`src/rtl/aes_128_pkg.sv`:
```
// rtl/aes_128_pkg.sv - shared AES-128 key-loader types, constants and helpers
package aes_128_pkg;

  localparam int NUM_RK   = 11;
  localparam int RK_IDX_W = 4;
  localparam logic [RK_IDX_W-1:0] LAST_RK = RK_IDX_W'(NUM_RK - 1);

  typedef enum logic [2:0] {
    ST_IDLE,
    ST_EXPAND,
    ST_WRITE,
    ST_GAP,
    ST_DONE
  } state_e;

  localparam logic [7:0] RCON [10] = '{
    8'h01, 8'h02, 8'h04, 8'h08, 8'h10, 8'h20, 8'h40, 8'h80, 8'h1b, 8'h36
  };

  function automatic logic [7:0] xtime(input logic [7:0] b);
    return {b[6:0], 1'b0} ^ (b[7] ? 8'h1b : 8'h00);
  endfunction

endpackage

```
`src/rtl/aes_128_sbox.sv`:
```
// rtl/aes_128_sbox.sv - combinational AES forward S-box, one byte in, one byte out
module aes_128_sbox (
  input  logic [7:0] in_byte,
  output logic [7:0] out_byte
);

  localparam logic [0:255][7:0] SBOX = {
    128'h637c777bf26b6fc53001672bfed7ab76,
    128'hca82c97dfa5947f0add4a2af9ca472c0,
    128'hb7fd9326363ff7cc34a5e5f171d83115,
    128'h04c723c31896059a071280e2eb27b275,
    128'h09832c1a1b6e5aa0523bd6b329e32f84,
    128'h53d100ed20fcb15b6acbbe394a4c58cf,
    128'hd0efaafb434d338545f9027f503c9fa8,
    128'h51a3408f929d38f5bcb6da2110fff3d2,
    128'hcd0c13ec5f974417c4a77e3d645d1973,
    128'h60814fdc222a908846eeb814de5e0bdb,
    128'he0323a0a4906245cc2d3ac629195e479,
    128'he7c8376d8dd54ea96c56f4ea657aae08,
    128'hba78252e1ca6b4c6e8dd741f4bbd8b8a,
    128'h703eb5664803f60e613557b986c11d9e,
    128'he1f8981169d98e949b1e87e9ce5528df,
    128'h8ca1890dbfe6426841992d0fb054bb16
  };

  assign out_byte = SBOX[in_byte];

endmodule

```
`src/rtl/aes_128_key_loader.sv`:
```
// rtl/aes_128_key_loader.sv - expands an AES-128 cipher key and streams the 11 round keys
module aes_128_key_loader
  import aes_128_pkg::*;
#(
  parameter int WR_GAP = 0
) (
  input  logic                clk,
  input  logic                kill_n,
  input  logic                start,
  input  logic [127:0]        key_in,
  input  logic                inv_order,
  output logic                en_wr,
  output logic [127:0]        key_round_wr,
  output logic [RK_IDX_W-1:0] key_round_idx,
  output logic                busy,
  output logic                done,
  output logic                start_collision_irq_pulse
);

  localparam logic [RK_IDX_W-1:0] GAP_INIT = RK_IDX_W'(WR_GAP);

  state_e                state_q, state_d;
  logic [127:0]          rk_q, rk_d;
  logic [RK_IDX_W-1:0]   rnd_q, rnd_d, ptr_q, ptr_d, wcnt_q, wcnt_d, gap_q, gap_d;
  logic [7:0]            rcon_q, rcon_d;
  logic                  inv_q, inv_d;
  logic                  en_wr_q, en_wr_d, busy_q, busy_d, done_q, done_d, irq_q, irq_d;
  logic [127:0]          krw_q, krw_d;
  logic [RK_IDX_W-1:0]   kidx_q, kidx_d;

  logic [127:0]          store_q [NUM_RK];
  logic                  st_we;
  logic [RK_IDX_W-1:0]   st_idx;
  logic [127:0]          st_data;

  // One key-schedule round from the previous round key held in rk_q.
  logic [31:0] rot_w, sub_w, t_w, w0, w1, w2, w3;
  logic [127:0] next_rk;

  assign rot_w = {rk_q[23:0], rk_q[31:24]};

  for (genvar b = 0; b < 4; b++) begin : g_subword
    aes_128_sbox u_sbox (
      .in_byte  (rot_w[8*b +: 8]),
      .out_byte (sub_w[8*b +: 8])
    );
  end

  always_comb begin
    t_w     = sub_w ^ {rcon_q, 24'h0};
    w0      = rk_q[127:96] ^ t_w;
    w1      = rk_q[95:64]  ^ w0;
    w2      = rk_q[63:32]  ^ w1;
    w3      = rk_q[31:0]   ^ w2;
    next_rk = {w0, w1, w2, w3};
  end

  always_comb begin
    state_d = state_q;
    rk_d    = rk_q;
    rnd_d   = rnd_q;
    ptr_d   = ptr_q;
    wcnt_d  = wcnt_q;
    gap_d   = gap_q;
    rcon_d  = rcon_q;
    inv_d   = inv_q;
    busy_d  = busy_q;
    en_wr_d = 1'b0;
    krw_d   = '0;
    kidx_d  = '0;
    done_d  = 1'b0;
    irq_d   = start && (state_q != ST_IDLE);
    st_we   = 1'b0;
    st_idx  = rnd_q;
    st_data = next_rk;

    case (state_q)
      ST_IDLE: begin
        if (start) begin
          st_we   = 1'b1;
          st_idx  = '0;
          st_data = key_in;
          rk_d    = key_in;
          inv_d   = inv_order;
          rnd_d   = RK_IDX_W'(1);
          rcon_d  = RCON[0];
          busy_d  = 1'b1;
          state_d = ST_EXPAND;
        end
      end
      ST_EXPAND: begin
        st_we  = 1'b1;
        rk_d   = next_rk;
        rnd_d  = rnd_q + 1'b1;
        rcon_d = xtime(rcon_q);
        if (rnd_q == LAST_RK) begin
          ptr_d   = inv_q ? LAST_RK : '0;
          wcnt_d  = '0;
          state_d = ST_WRITE;
        end
      end
      ST_WRITE: begin
        en_wr_d = 1'b1;
        krw_d   = store_q[ptr_q];
        kidx_d  = ptr_q;
        ptr_d   = inv_q ? ptr_q - 1'b1 : ptr_q + 1'b1;
        wcnt_d  = wcnt_q + 1'b1;
        if (wcnt_q == LAST_RK) begin
          state_d = ST_DONE;
        end else if (WR_GAP > 0) begin
          gap_d   = GAP_INIT;
          state_d = ST_GAP;
        end
      end
      ST_GAP: begin
        gap_d = gap_q - 1'b1;
        if (gap_q <= RK_IDX_W'(1)) state_d = ST_WRITE;
      end
      ST_DONE: begin
        done_d  = 1'b1;
        busy_d  = 1'b0;
        state_d = ST_IDLE;
      end
      default: state_d = ST_IDLE;
    endcase
  end

  always_ff @(posedge clk or negedge kill_n) begin
    if (!kill_n) begin
      state_q <= ST_IDLE;
      rk_q    <= '0;
      rnd_q   <= '0;
      ptr_q   <= '0;
      wcnt_q  <= '0;
      gap_q   <= '0;
      rcon_q  <= '0;
      inv_q   <= 1'b0;
      busy_q  <= 1'b0;
      en_wr_q <= 1'b0;
      krw_q   <= '0;
      kidx_q  <= '0;
      done_q  <= 1'b0;
      irq_q   <= 1'b0;
    end else begin
      state_q <= state_d;
      rk_q    <= rk_d;
      rnd_q   <= rnd_d;
      ptr_q   <= ptr_d;
      wcnt_q  <= wcnt_d;
      gap_q   <= gap_d;
      rcon_q  <= rcon_d;
      inv_q   <= inv_d;
      busy_q  <= busy_d;
      en_wr_q <= en_wr_d;
      krw_q   <= krw_d;
      kidx_q  <= kidx_d;
      done_q  <= done_d;
      irq_q   <= irq_d;
    end
  end

  // Store contents are don't-care after reset, so no reset term.
  always_ff @(posedge clk) begin
    if (st_we) store_q[st_idx] <= st_data;
  end

  assign en_wr                     = en_wr_q;
  assign key_round_wr              = krw_q;
  assign key_round_idx             = kidx_q;
  assign busy                      = busy_q;
  assign done                      = done_q;
  assign start_collision_irq_pulse = irq_q;

endmodule

```
`config.mk`:
```
export PLATFORM = sky130hd
export DESIGN_NAME = aes_128_key_loader
export DESIGN_NICKNAME = d
export VERILOG_FILES = /design/src/rtl/aes_128_pkg.sv /design/src/rtl/aes_128_sbox.sv /design/src/rtl/aes_128_key_loader.sv
export SDC_FILE = /design/constraint.sdc
export NUM_CORES = 2
export LEC_CHECK = 0
export ABC_AREA = 0
export ABC_CLOCK_PERIOD_IN_PS = 27300
export CORE_UTILIZATION = 38
export DETAILED_ROUTE_END_ITERATION = 7
export PLACE_DENSITY = 0.54
export SYNTH_ARGS = -nofsm -noshare
export SYNTH_HDL_FRONTEND = slang
export SYNTH_HIERARCHICAL = 1
export SYNTH_SLANG_ARGS = --single-unit
```
`constraint.sdc`:
```
create_clock -name clk -period 27.3 [get_ports clk]
set_input_delay 8.19 -clock clk [delete_from_list [all_inputs] [get_ports clk]]
set_output_delay 8.19 -clock clk [all_outputs]
set_load 0.02 [all_outputs]
```
==> results.yml <==
die:
  die_height_um: 462
  rows: 168
  coreArea_um2: 210000
  die_w_um: 462
  initial_core_util_pct: 38.3
  die_area_um2: 213000
  io_pins: 268
cells_and_area:
  postLayoutCellArea_um2: 91100
  area_growth_pct: 13.3
  multi_input_area_um2: 28300
  mostFrequentLayoutCells: "1408 x edfxtp_1, 396 x a21oi_1, 371 x nor2_1"
  seqCellArea_um2: 49600
  fill_cells: 18758
  drive_gt1_share_pct: 15.1
  mostFrequentLayoutCell: "edfxtp_1"
  fin_nets: 5984
clock_network:
  clk_pin_slew_ns: 0.06
  cts_resized: 0
  clockBufferDepth: 3
  clkLatencyLatePin_ns: 0.81
  cts_tree: "built"
  cts.sink_count: 1700
  cts_made_buffers: 167
  root_buffer: "clkbuf_16"
  htreeDepth: 4
  cts_hold_buffers: 0
  postCtsSetupRepairBufs: 0
setup_path:
  regToRegSetupSlack_ns: 20.43
  crit_fanout: 163
  r2r_end: "store_q[1][27]"
  rr_worst_depth: 15
  critical_path_class: "in -> reg"
  end_kind: "flop"
  cp.required_ns: 27.78
  critPathLaunchType: "input pin"
  rr_startpoint: "rk_q[16]"
  arrival_ns: 12.23
synthesis:
  synth.distinct_cells: 88
  synth_seq_area_share_pct: 61.7
  syn_area_um2: 80400
  yosysTopAreaCellShare_pct: 52.6
  syn_nets: 5881
  synth_area_leaders: "edfxtp_1 53%, mux4_2 9.9%, dfrtp_1 9.1%"
  synth-seq-cells: 1700
  synth_edf_count: 1408
  synth_async_sr_flop_share_pct: 17.2
  synth-main-ff-cell: "edfxtp_1"
  synth_top_area_cell: "edfxtp_1"
  synthCells: 5680
  yosys_warnings: 6
  syn-mean-instance-area_um2: 14.2
sta:
  period_minus_slack_ns: 11.76
  rsz0062_at_grt: "false"
  setup_viol: 0
  max_slew_margin_pct: 13.9
  fin_skew_ns: 0.0392
  hold_viol: 0
  slew_violations: 0
  tightestPinTransition_ns: 1.29
  fin_crit_sh_pct: 43.1
  max_freq_ghz: 0.0850
  fin_setup_tns_ns: 0
detailed_routing:
  drt-wirelength-per-cell_um: 31.1
  drt-total-wl_um: 272000
  firstDrtPassIters: 6
  via_count: 53223
  drc: 0
  vias_per_cell: 6.09
  dr.first_iter.drc_count: 7193
  ant_nets: 0
min_path:
  hold_path_end: "gap_q[3]"
  worstHoldPathType: "reg -> reg"
  min_path_cells: 1
  hp-start: "gap_q[3]"
grt:
  antenna_found_initial: 23
  grt_use_met3_pct: 4.13
  top_usage_layer: "met2"
  grt_overflow: 0
  first_global_vias: 51645
  track_usage_pct: 25.2
  grt_max_degree: 164
  grt_pass1_wl_um: 386000
  met2_usage_pct: 39.7
  use_met1_pct: 35.3
outcome:
  outcome: "finished clean"
placed_design:
  gp_congestion: 0.960
  postPlaceCellArea_um2: 85500
  place_hpwl_um: 171000
  port_buffers: 267
flow_run:
  drv_cap: 0
synth_stat cells (all sizes together) (109+ instances only):
library cell and count:
edfxtp 1408, a21oi 396, nor2 386, mux4 352, dfrtp 292, o21ai 281, nand2 280, buf 265
clkbuf 194, a211oi 144, mux2 128, nand3 115, and2 109
state kept, by name, summed over array words and instances (netlist names), 3 cells and up:
| name | cells |
|---|---|
| rcon_q | 8 |
| rnd_q | 4 |
| ptr_q | 4 |
| rk_q | 128 |
| wcnt_q | 4 |
| gap_q | 4 |
| key_round_wr | 128 |
| store_q | 1408 |
| key_round_idx | 4 |
| state_q | 3 |
cell families (layout without fill, tap and decap cells):
logic type | count (synthesis) | after routing | share of synthesized area (%)
AOI/OAI and AO/OA | 1405 | 1405 | 11.5
xor gates and xnor gates | 150 | 150 | 2.18
adders and majority gates | 69 | 69 | 1.08
buffers and inverters | 533 | 776 | 3.22
DFF | 1700 | 1700 | 61.7
muxes | 541 | 541 | 12.4
other | 0 | 11 | 0
and+or+nand+nor | 1282 | 1282 | 7.89
critical path, cell delays in order:
cell	delay, ns
clkdlybuf4s50_1	0.55
nand2_4	0.37
buf_4	0.68
buf_12	0.69
buf_4	0.73
nor2_1	0.13
a21oi_1	0.68
per-layer routing:
metal  wire length [um]  vias to the layer above
li1                   -                    22500
met1             114000                    27559
met2             127000                     2725
met3              21800                      433
met4               8820                        6
met5                 41                        -
layout make-up:
cell class | count | area share, %
clock inverter | 78 | 0.904
tap | 2805 | 3.85
timing repair buffer | 393 | 4.12
sequential | 1700 | 54.5
multi-input combinational | 3447 | 31.1
clock buffer | 231 | 5.17
inverter | 74 | 0.316
antenna | 11 | 0.0302
metrics by stage:
step | hold slack, ns | utilization (%) | setup WS (ns) | cells
after floorplan | 0.443 | - | 12.08 | 5680
after global placement | 0.464 | 40.7 | 15.10 | 8419
after detailed placement | 0.468 | 40.7 | 14.95 | 8419
after CTS | 0.480 | 43.4 | 15.79 | 8728
after global routing | 0.515 | 43.4 | 15.32 | 8734
final | 0.477 | 43.4 | 15.54 | 8739
worst max path at each step:
stage               start               to  slack, ns  depth (start not counted)
floorplan           start    store_q[0][0]      12.08                          6
global placement    start  store_q[0][103]      15.10                          7
detailed placement  start  store_q[3][103]      14.95                          7
CTS                 start  store_q[5][103]      15.79                          7
global route        start  store_q[7][103]      15.32                          7
finish              start  store_q[0][103]      15.54                          7
Power is left out: the tool's default activity adds up to more than one toggle a clock period on the data nets, which glitch-free logic cannot reach.
